===== src/rtl/mem_stage_ctrl.sv =====
// ============================================================================
// Module   : mem_stage_ctrl
// Brief    : Memory-stage controller; drives a multi-cycle data memory through
//            a stall/done handshake and updates the MEM/WB register.
// Revision : 1.0 - initial release
// ============================================================================
`default_nettype none

module mem_stage_ctrl #(
    parameter int MAX_WAIT = 15
) (
    input  logic        clk,
    input  logic        rst,
    input  logic        ex_valid,
    input  logic        ex_DMemEn,
    input  logic        ex_DMemWrite,
    input  logic        ex_DMemDump,
    input  logic        ex_MemToReg,
    input  logic        ex_RegWrite,
    input  logic [2:0]  ex_WriteRegister,
    input  logic [15:0] ex_aluOutput,
    input  logic [15:0] ex_B,
    output logic        mem_en,
    output logic        mem_wr,
    output logic [15:0] mem_addr,
    output logic [15:0] mem_wdata,
    output logic        mem_dump,
    input  logic        mem_stall,
    input  logic        mem_done,
    input  logic [15:0] mem_rdata,
    output logic        pipe_stall,
    output logic        wb_valid,
    output logic        wb_RegWrite,
    output logic [2:0]  wb_WriteRegister,
    output logic [15:0] wb_data,
    output logic        err
);

    localparam logic [1:0] c_IDLE = 2'd0;
    localparam logic [1:0] c_WAIT = 2'd1;
    localparam logic [1:0] c_HALT = 2'd2;
    localparam logic [1:0] c_ERR  = 2'd3;

    localparam int              c_CNT_W    = $clog2(MAX_WAIT + 1);
    localparam logic [c_CNT_W-1:0] c_CNT_LAST = c_CNT_W'(MAX_WAIT - 1);

    logic [1:0]         r_state;
    logic [1:0]         w_nextState;
    logic [c_CNT_W-1:0] r_count;
    logic               w_cntClr;
    logic               w_cntInc;
    logic               w_memEn;
    logic               w_dump;
    logic               w_stall;
    logic               w_acc;
    logic               w_mis;
    logic               w_retire;

    assign w_acc = ex_valid & ex_DMemEn;
    assign w_mis = w_acc & ex_aluOutput[0];

    always_comb begin
        w_nextState = r_state;
        w_cntClr    = 1'b0;
        w_cntInc    = 1'b0;
        w_memEn     = 1'b0;
        w_dump      = 1'b0;
        w_stall     = 1'b0;
        case (r_state)
            c_IDLE: begin
                if (ex_valid & ex_DMemDump) begin
                    w_dump      = 1'b1;
                    w_stall     = 1'b1;
                    w_nextState = c_HALT;
                end else if (w_mis) begin
                    w_stall     = 1'b1;
                    w_nextState = c_ERR;
                end else if (w_acc) begin
                    w_memEn = 1'b1;
                    if (mem_done) begin
                        w_stall = 1'b0;
                    end else if (mem_stall) begin
                        w_stall = 1'b1;
                    end else begin
                        w_stall     = 1'b1;
                        w_cntClr    = 1'b1;
                        w_nextState = c_WAIT;
                    end
                end
            end
            c_WAIT: begin
                if (mem_done) begin
                    w_nextState = c_IDLE;
                end else begin
                    w_stall = 1'b1;
                    if (r_count == c_CNT_LAST) begin
                        w_nextState = c_ERR;
                    end else begin
                        w_cntInc = 1'b1;
                    end
                end
            end
            default: begin
                w_stall = 1'b1;
            end
        endcase
    end

    always_ff @(posedge clk or posedge rst) begin
        if (rst) begin
            r_state <= c_IDLE;
            r_count <= '0;
        end else begin
            r_state <= w_nextState;
            if (w_cntClr) begin
                r_count <= '0;
            end else if (w_cntInc) begin
                r_count <= r_count + 1'b1;
            end
        end
    end

    // Handshake outputs drop the moment reset asserts, not at the next edge.
    assign mem_en     = w_memEn & ~rst;
    assign mem_wr     = w_memEn & ex_DMemWrite & ~rst;
    assign mem_dump   = w_dump & ~rst;
    assign pipe_stall = w_stall & ~rst;
    assign mem_addr   = ex_aluOutput;
    assign mem_wdata  = ex_B;
    assign err        = (r_state == c_ERR);

    assign w_retire = ex_valid & ~w_stall & ((r_state == c_IDLE) | (r_state == c_WAIT));

    always_ff @(posedge clk or posedge rst) begin
        if (rst) begin
            wb_valid         <= 1'b0;
            wb_RegWrite      <= 1'b0;
            wb_WriteRegister <= 3'd0;
            wb_data          <= 16'd0;
        end else if (w_retire) begin
            wb_valid         <= 1'b1;
            wb_RegWrite      <= ex_RegWrite;
            wb_WriteRegister <= ex_WriteRegister;
            wb_data          <= (ex_MemToReg & ~ex_DMemWrite) ? mem_rdata : ex_aluOutput;
        end else begin
            wb_valid    <= 1'b0;
            wb_RegWrite <= 1'b0;
        end
    end

endmodule

`default_nettype wire


===== config.mk =====
export PLATFORM = sky130hd
export DESIGN_NAME = mem_stage_ctrl
export DESIGN_NICKNAME = d
export VERILOG_FILES = /design/src/rtl/mem_stage_ctrl.sv
export SDC_FILE = /design/constraint.sdc
export NUM_CORES = 1
export LEC_CHECK = 0
export ABC_AREA = 1
export BUFFER_PORTS_ARGS = -buffer_cell sky130_fd_sc_hd__clkbuf_2
export CAP_MARGIN = 5
export CORE_AREA = 4 4 70 72
export CTS_BUF_LIST = sky130_fd_sc_hd__clkbuf_4
export DETAILED_ROUTE_END_ITERATION = 7
export DIE_AREA = 0 0 74 76
export PLACE_DENSITY_LB_ADDON = 0.05
export SYNTH_ARGS = -nofsm -noshare
export SYNTH_HDL_FRONTEND = slang
export SYNTH_SLANG_ARGS = --single-unit

===== constraint.sdc =====
create_clock -name clk -period 1.7 [get_ports clk]
set_input_delay 0.255 -clock clk [delete_from_list [all_inputs] [get_ports clk]]
set_output_delay 0.255 -clock clk [all_outputs]
set_load 0.005 [all_outputs]

==> impl_metrics.yaml, run 1 <==
status:
  status: "finished clean"
pwr:
  irDropWorstVdd_uv: 255
  p_leak_uw: 0.00130
  power-per-cell-area_nw_per_um2: 532
synth:
  yosysTopAreaCellShare_pct: 37.4
  yosysSeqAreaShare_pct: 37.4
  yosysUniqueCellTypes: 22
  syn-num-nets: 312
  synthesis.area_um2: 1810
  synth.area.top_cells: "dfrtp_1, nand2_1, buf_4"
  synth_warnings: 0
  synth_cells: 249
  synth_top_area_cell: "dfrtp_1"
  synth_seq_cells: 27
  syn_avg_cell_area_um2: 7.26
global_routing:
  grt_pass1_wl_um: 7490
  grt_max_degree: 22
  first_global_vias: 1718
  grt_overflow_total: 0
  antenna_found_initial: 0
  grt_usage_pct: 16.2
flow_run:
  maxCapViolCount: 0
worst_hold_path:
  hold_start: "ex_RegWrite"
  holdPathEnd: "wb_RegWrite$_DFF_PP0_"
  hp-class: "in -> reg"
  hold_depth: 3
placement:
  dp_hpwl_um: 3510
  io_buffers: 86
  dp.cells: 350
  gp_congestion: 0.766
  place_ws_ps: 320
worst_setup_path:
  cp_num_cells: 4
  worst-path-buf-inv: 1
  cp.required_ps: 1440
  rr_startpoint: "r_count[0]$_DFFE_PP0P_"
  path_class: "reg -> out"
  cp_slowest_stage_delay_ps: 480
  path_cells: "nor2_4 > nand4_1 > nor3_2 > buf_2"
  cp_max_fo: 4
  cpLargestDelayFamily: "flip-flops"
  worstPathArrival_ps: 1370
  critPathSlowestCell: "dfrtp_2"
  cp-end-kind: "output port"
  start_kind: "register"
  r2r-end: "r_count[2]$_DFFE_PP0P_"
  r2r_cells: 8
  ff2ff_setup_slack_ps: 310
floorplan:
  dieHeight_um: 76
  fp-row-count: 24
  initial_core_util_pct: 42.1
  die_w_um: 74
  ios: 119
  core_um2: 4290
  dieArea_um2: 5620
sta:
  relSlewSlack_pct: 71.6
  fin_crit_ps: 1620
  slew_violations: 0
  worst_slack_ps: 76.9
  setup_viol: 0
  hold_viol: 0
  rsz0062_at_grt: "true"
  fmax_ghz: 0.616
  worst_slew_pin_slew_ps: 425
  clock-skew-final_ps: 3.75
  worst_hold_slack_ps: 124
  timing.final.crit_share_pct: 95.5
  fin_tns_setup_ps: 0
final_layout:
  diodes: 0
  finalNetCount: 368
  area_delta_synth_final_pct: 16.9
  fin_cells: 356
  drive_gt1_share_pct: 35.9
drt:
  routed_wl_um: 4570
  drtIter0Drc: 89
  vias: 1737
  routedWlPerCell_um: 12.8
  first_pass_iters: 4
  drc: 0
  vias_per_cell: 4.88
  postRouteAntennaNets: 0
clock_network:
  clockBufferDepth: 2
  cts_tree: "yes"
  cts_sinks: 27
  cts_max_level: 1
  root_buffer: "clkbuf_4"
  clk_latency_ps: 320
  clkTransAtPathRegs_ps: 140
  cts_inserted_buffers: 3
[sequential cells by signal, summed over array words and instances (netlist names)]
name	flops
wb_WriteRegister	3
r_count	4
wb_valid	1
wb_RegWrite	1
wb_data	16
r_state	2
[worst max path at each step]
stage,startpoint,end
after floorplan,r_state[1]$_DFFE_PP0P_,pipe_stall
after global placement,r_state[1]$_DFFE_PP0P_,mem_wr
after detailed placement,r_count[0]$_DFFE_PP0P_,r_count[2]$_DFFE_PP0P_
after global routing,r_state[1]$_DFFE_PP0P_,mem_wr
after CTS,r_state[1]$_DFFE_PP0P_,mem_wr
final,r_state[1]$_DFFE_PP0P_,mem_wr
[power breakdown]
group / total (uW) / switching [uW] / internal, uW
Sequential: 642 / 0 / 642
Clock: 296 / 188 / 108
Combinational: 187 / 106 / 80.4
[cell type report]
| type | count | area (um2) |
|---|---|---|
| Multi-Input combinational cell | 161 | 763 |
| Inverter | 17 | 63.8 |
| Sequential cell | 27 | 678 |
| Timing Repair Buffer | 95 | 513 |
| Fill cell | 463 | 2180 |
| Tap cell | 52 | 65.1 |
| Clock buffer | 4 | 30.0 |
[cell usage in the layout (no fill, tap or decap), drive strengths merged]
cell type	netlist	final
clkinv	1	1
o21bai	2	2
o21ai	1	1
nor2	10	10
nand3	25	25
a21oi	2	2
ha	2	2
buf	40	10
inv	16	16
dlygate4sd3	0	1
nand2	94	94
nand4	23	23
clkbuf	4	88
nor3	1	1
dfrtp	27	27
nor4	1	1
[layer usage]
layer	share of wire, %	vias up	GRT usage [%]
met5	0	-	0
met4	1.1	0	4.35
met3	7.4	6	3.03
met2	48	60	28.0
met1	44	784	20.3
li1	-	887	-
[Yosys cell counts]
cell,number
inv_2,1
o21bai_1,2
o21ai_0,1
nor2_4,1
a21oi_1,2
nand3_2,2
clkinv_1,1
dfrtp_1,27
nor2_1,8
buf_2,2
ha_1,2
buf_4,36
nor2_2,1
inv_1,15
clkbuf_1,4
buf_6,2
nand3_1,23
nand2_1,92
nor3_1,1
nor4_1,1
nand2_2,2
nand4_1,23
[worst min-delay path, cell delays in order]
cell	delay [ps]
clkbuf_2	80
inv_1	50
nor2_2	40
[metrics by stage]
| step | area [um2] | power (uW) | utilization, % |
|---|---|---|---|
| 6_report | 2110 | 1120 | 49.2 |
| 5_1_grt | 2110 | 1190 | 49.2 |
| 4_1_cts | 2100 | 1140 | 48.8 |
| 3_5_place_dp | 2050 | 842 | 47.8 |
| 3_3_place_gp | 2050 | 842 | 47.8 |
| 2_1_floorplan | 1810 | 794 | - |
[logic make-up after synthesis]
kind of cell / count (synthesis) / share of synthesized area (%)
adder cells (fa/ha/maj): 2 / 1.38
buffers and inverters: 61 / 21.1
AO/OA/AOI/OAI: 5 / 1.66
flip-flops: 27 / 37.4
AND/OR/NAND/NOR: 154 / 38.5
[what timing repair did]
action                                 CTS  global route
resized for setup                        3             4
gates cloned                             0             0
pin swaps                                0             2
setup endpoints to repair                1             3
endpoints found under the hold margin    9             0
hold buffers                             1             0
buffers inserted                         0             1
No activity file was read; power rests on OpenSTA's default activity.
==> inputs of run 2 (changes only) <==
--- a/config.mk
+++ b/config.mk
@@ -6,12 +6,12 @@
 export NUM_CORES = 1
 export LEC_CHECK = 0
 export ABC_AREA = 1
-export BUFFER_PORTS_ARGS = -buffer_cell sky130_fd_sc_hd__clkbuf_2
 export CAP_MARGIN = 5
-export CORE_AREA = 4 4 70 72
+export CORE_AREA = 2 2 58 60
 export CTS_BUF_LIST = sky130_fd_sc_hd__clkbuf_4
 export DETAILED_ROUTE_END_ITERATION = 7
-export DIE_AREA = 0 0 74 76
+export DIE_AREA = 0 0 60 62
+export DONT_BUFFER_PORTS = 1
 export PLACE_DENSITY_LB_ADDON = 0.05
 export SYNTH_ARGS = -nofsm -noshare
 export SYNTH_HDL_FRONTEND = slang
==> impl_metrics.yaml, run 2 (synthesis gave the netlist of run 1 again) <==
sta:
  relSlewSlack_pct: 75.3
  fin_crit_ps: 1620
  fin_tns_setup_ps: 0
  setup_viol: 0
  clock-skew-final_ps: 2.70
  worst_slew_pin_slew_ps: 367
  hold_viol: 0
  fmax_ghz: 0.618
  rsz0062_at_grt: "false"
  slew_violations: 0
  timing.final.crit_share_pct: 95.2
pwr:
  p_sw_uw: 256
  swShare_pct: 25.3
  irDropWorstVdd_uv: 242
  comb_power_share_pct: 8.6
  pwr-share-seq_pct: 63.4
  power-per-cell-area_nw_per_um2: 624
  p_int_uw: 757
  power_frac_clock_pct: 28.0
  p_leak_uw: 0.000912
final_layout:
  finalNetCount: 278
  final_common_cell: "nand2_1"
  final_cell_mix: "nand2_1, dfrtp_1, nand3_1, nand4_1, inv_1"
  area_delta_synth_final_pct: -10.2
  largest_reg_flops: 16
  fillers: 334
  regMostFlops: "wb_data"
  largestRegisters: "wb_data x16, r_count x4, wb_WriteRegister x3"
  drive_gt1_share_pct: 7.01
  stdcell_area_um2: 1620
  diodes: 0
worst_setup_path:
  path_class: "reg -> out"
  worstPathArrival_ps: 1360
  cp.required_ps: 1440
  r2r_cells: 6
  cp_max_fo: 5
  rr_startpoint: "r_state[1]$_DFFE_PP0P_"
  ff2ff_setup_slack_ps: 280
  cp-end-kind: "output port"
  r2r-end: "wb_data[13]$_DFFE_PP0P_"
  start_kind: "register"
clock_network:
  clk_latency_ps: 330
  root_buffer: "clkbuf_4"
  cts_setup_buffers: 0
  clockBufferDepth: 2
  cts_tree: "yes"
  cts_inserted_buffers: 3
  clkTransAtPathRegs_ps: 150
  cts_sinks: 27
  cts_max_level: 1
placement:
  dp_hpwl_um: 2890
  io_buffers: 0
  placed_cell_area_um2: 1580
  gp_congestion: 0.716
floorplan:
  ios: 119
  dieArea_um2: 3720
  fp-row-count: 21
  core_um2: 3180
  dieHeight_um: 62
  die_w_um: 60
  initial_core_util_pct: 56.9
global_routing:
  grt_max_degree: 28
  antenna_found_initial: 0
  grt_overflow_total: 0
  grt_pass1_wl_um: 6040
  grt_usage_pct: 21.3
  first_global_vias: 1426
drt:
  first_pass_iters: 4
  routedWlPerCell_um: 15.2
  vias_per_cell: 5.70
  routed_wl_um: 3940
  vias: 1481
  drc: 0
  drtIter0Drc: 90
  postRouteAntennaNets: 0
worst_hold_path:
  hold_start: "ex_RegWrite"
  hold_depth: 2
  hp-class: "in -> reg"
  holdPathEnd: "wb_RegWrite$_DFF_PP0_"
status:
  status: "finished clean"
flow_run:
  maxCapViolCount: 0
-- run 2: through the flow --
step | std cells | total power (uW) | utilization, % | hold WS (ps) | worst slack, ps
final | 260 | 1010 | 51.0 | 18.7 | 81.0
after global routing | 260 | 1060 | 51.0 | 4.45 | 2.08
after CTS | 260 | 1030 | 50.8 | 10.4 | 69.8
after detailed placement | 255 | 741 | 49.6 | 241 | 132
after global placement | 255 | 739 | 49.6 | 235 | 199
after floorplan | 249 | 794 | - | 308 | 456
-- run 2: how the worst max path moves through the flow --
stage	startpoint	end	slack, ps	cells after the start
3_3_place_gp	r_state[1]$_DFFE_PP0P_	wb_data[1]$_DFFE_PP0P_	200	6
6_report	r_state[1]$_DFFE_PP0P_	mem_wr	80	3
4_1_cts	r_state[1]$_DFFE_PP0P_	mem_wr	70	3
2_1_floorplan	r_state[1]$_DFFE_PP0P_	pipe_stall	460	5
5_1_grt	r_state[1]$_DFFE_PP0P_	mem_wr	2	3
3_5_place_dp	r_state[1]$_DFFE_PP0P_	wb_data[13]$_DFFE_PP0P_	130	6
-- run 2: power by group through the flow --
| stage | clock network, uW | registers, uW | logic [uW] |
|---|---|---|---|
| finish | 284 | 642 | 86.8 |
| global route | 320 | 643 | 101 |
| CTS | 295 | 643 | 88.0 |
| detailed placement | 0 | 654 | 86.3 |
| global placement | 0 | 654 | 84.5 |
| floorplan | 0 | 654 | 139 |
-- run 2: per-layer routing --
metal | part of all wire (%) | global-route usage, % | up-vias
li1 | - | - | 700
met1 | 37 | 23.2 | 706
met2 | 53 | 40.7 | 71
met3 | 9.1 | 5.38 | 4
met4 | 0.41 | 6.35 | 0
met5 | 0 | 0 | -
-- run 2: final cells by class --
| class | instances | area (um2) | area share [%] |
|---|---|---|---|
| clock inverters | 1 | 5.00 | 0.308 |
| multi-input cells | 161 | 758 | 46.7 |
| clock buffers | 3 | 22.5 | 1.39 |
| flip-flops and latches | 27 | 676 | 41.6 |
| inverters | 17 | 63.8 | 3.93 |
| repair buffers | 5 | 40.0 | 2.47 |
| well taps | 46 | 57.6 | 3.55 |
-- run 2: timing repair --
item	in CTS	in global routing
hold buffers	1	0
gates resized for setup	0	1
endpoints found under the hold margin	27	0
endpoints found under the setup margin	0	12
-- run 2: worst max-delay path: stages (launching register included) --
cell and delay, ps:
dfrtp_1 460, nor2_1 210, nand4_1 160, nor3_1 210
==> inputs of run 3 (changes only) <==
--- a/config.mk
+++ b/config.mk
@@ -12,6 +12,7 @@
 export DETAILED_ROUTE_END_ITERATION = 7
 export DIE_AREA = 0 0 60 62
 export DONT_BUFFER_PORTS = 1
+export MAX_ROUTING_LAYER = met4
 export PLACE_DENSITY_LB_ADDON = 0.05
 export SYNTH_ARGS = -nofsm -noshare
 export SYNTH_HDL_FRONTEND = slang
==> impl_metrics.yaml, run 3 (synthesis gave the netlist of run 1 again) <==
status:
  status: "finished clean"
drt:
  vias: 1471
  routed_wl_um: 3940
  drc: 0
  postRouteAntennaNets: 0
  first_pass_iters: 6
  routedWlPerCell_um: 15.2
  vias_per_cell: 5.66
  drtIter0Drc: 85
worst_setup_path:
  r2r-end: "wb_data[13]$_DFFE_PP0P_"
  start_kind: "register"
  critPathSlowestCell: "dfrtp_1"
  worstPathArrival_ps: 1370
  cp.required_ps: 1440
  cp_max_fo: 5
  worst-path-buf-inv: 0
  cpLargestDelayFamily: "simple AND/OR/NAND/NOR gates"
  rr_startpoint: "r_state[1]$_DFFE_PP0P_"
  path_class: "reg -> out"
  path_cells: "nor2_1 > nand4_1 > nor3_1"
  cp-end-kind: "output port"
  r2r_cells: 6
  cp_slowest_stage_delay_ps: 460
  ff2ff_setup_slack_ps: 280
placement:
  dp.cells: 255
  gp_congestion: 0.725
  dp_hpwl_um: 2890
  io_buffers: 0
sta:
  timing.final.crit_share_pct: 95.3
  fin_crit_ps: 1620
  slew_violations: 0
  clock-skew-final_ps: 2.86
  hold_viol: 0
  relSlewSlack_pct: 75.3
  fmax_ghz: 0.617
  rsz0062_at_grt: "false"
  worst_slew_pin_slew_ps: 367
  setup_viol: 0
  fin_tns_setup_ps: 0
floorplan:
  die_w_um: 60
  initial_core_util_pct: 56.9
  fp-row-count: 21
  core_um2: 3180
  ios: 119
  dieArea_um2: 3720
  dieHeight_um: 62
clock_network:
  root_buffer: "clkbuf_4"
  cts_sinks: 27
  cts_tree: "yes"
  clk_latency_ps: 330
  cts_setup_buffers: 0
  cts_inserted_buffers: 3
  clkTransAtPathRegs_ps: 150
  cts_max_level: 1
  clockBufferDepth: 2
pwr:
  power-per-cell-area_nw_per_um2: 624
  p_leak_uw: 0.000912
  irDropWorstVdd_uv: 241
final_layout:
  final_cell_mix: "nand2_1, dfrtp_1, nand3_1, nand4_1, inv_1"
  fin_cells: 260
  diodes: 0
  finalNetCount: 278
  fillers: 334
  final_common_cell: "nand2_1"
  regMostFlops: "wb_data"
  largest_reg_flops: 16
  drive_gt1_share_pct: 7.01
  area_delta_synth_final_pct: -10.2
  largestRegisters: "wb_data x16, r_count x4, wb_WriteRegister x3"
global_routing:
  first_global_vias: 1425
  grt_max_degree: 28
  grt_util_met3_pct: 3.93
  gr-usage-met1_pct: 24.1
  grt_pass1_wl_um: 6030
  antenna_found_initial: 0
  use_met2_pct: 40.7
  grt-busiest-layer: "met2"
  grt_usage_pct: 22.0
  grt_overflow_total: 0
worst_hold_path:
  hold_depth: 2
  holdPathEnd: "wb_RegWrite$_DFF_PP0_"
  hold_start: "ex_RegWrite"
  hp-class: "in -> reg"
flow_run:
  maxCapViolCount: 0
run 3: area by class of cell:
type	instances	area [um2]	share of cell area (%)
clock buffer	3	22.5	1.39
clock inverter	1	5.00	0.308
inverter	17	63.8	3.93
multi-input combinational	161	758	46.7
sequential	27	676	41.6
tap	46	57.6	3.55
timing repair buffer	5	40.0	2.47
run 3: how the worst max path moves through the flow:
| stage | end | depth (start not counted) | slack, ps | from |
|---|---|---|---|---|
| floorplan | pipe_stall | 5 | 460 | r_state[1]$_DFFE_PP0P_ |
| global placement | wb_data[1]$_DFFE_PP0P_ | 6 | 200 | r_state[1]$_DFFE_PP0P_ |
| detailed placement | wb_data[13]$_DFFE_PP0P_ | 6 | 130 | r_state[1]$_DFFE_PP0P_ |
| CTS | mem_wr | 3 | 70 | r_state[1]$_DFFE_PP0P_ |
| global route | mem_wr | 3 | 2 | r_state[1]$_DFFE_PP0P_ |
| finish | mem_wr | 3 | 80 | r_state[1]$_DFFE_PP0P_ |
run 3: power by group:
part           leakage [uW]  internal [uW]  switching [uW]  total [uW]
registers          0.000367            642               0         642
clock network     0.0000177           88.3             196         284
logic              0.000527           26.5            60.0        86.5
run 3: repair_timing:
item | CTS | global route
hold endpoints to repair | 27 | 0
endpoints found under the setup margin | 0 | 12
hold buffers | 1 | 0
resized for setup | 0 | 1
run 3: stage by stage:
| step | instance area, um2 | util [%] | hold WS [ps] | setup slack (ps) | power [uW] |
|---|---|---|---|---|---|
| after floorplan | 1810 | - | 308 | 456 | 794 |
| after global placement | 1580 | 49.6 | 235 | 199 | 739 |
| after detailed placement | 1580 | 49.6 | 241 | 132 | 741 |
| after CTS | 1620 | 50.8 | 10.4 | 69.8 | 1030 |
| after global routing | 1620 | 51.0 | 4.45 | 2.08 | 1060 |
| final | 1620 | 51.0 | 18.6 | 79.9 | 1010 |
run 3: per-layer routing:
metal,routed length [um],vias up,part of all wire (%)
li1,-,700,-
met1,1510,703,38
met2,2090,64,53
met3,326,4,8.3
met4,16,0,0.41
met5,0,-,0
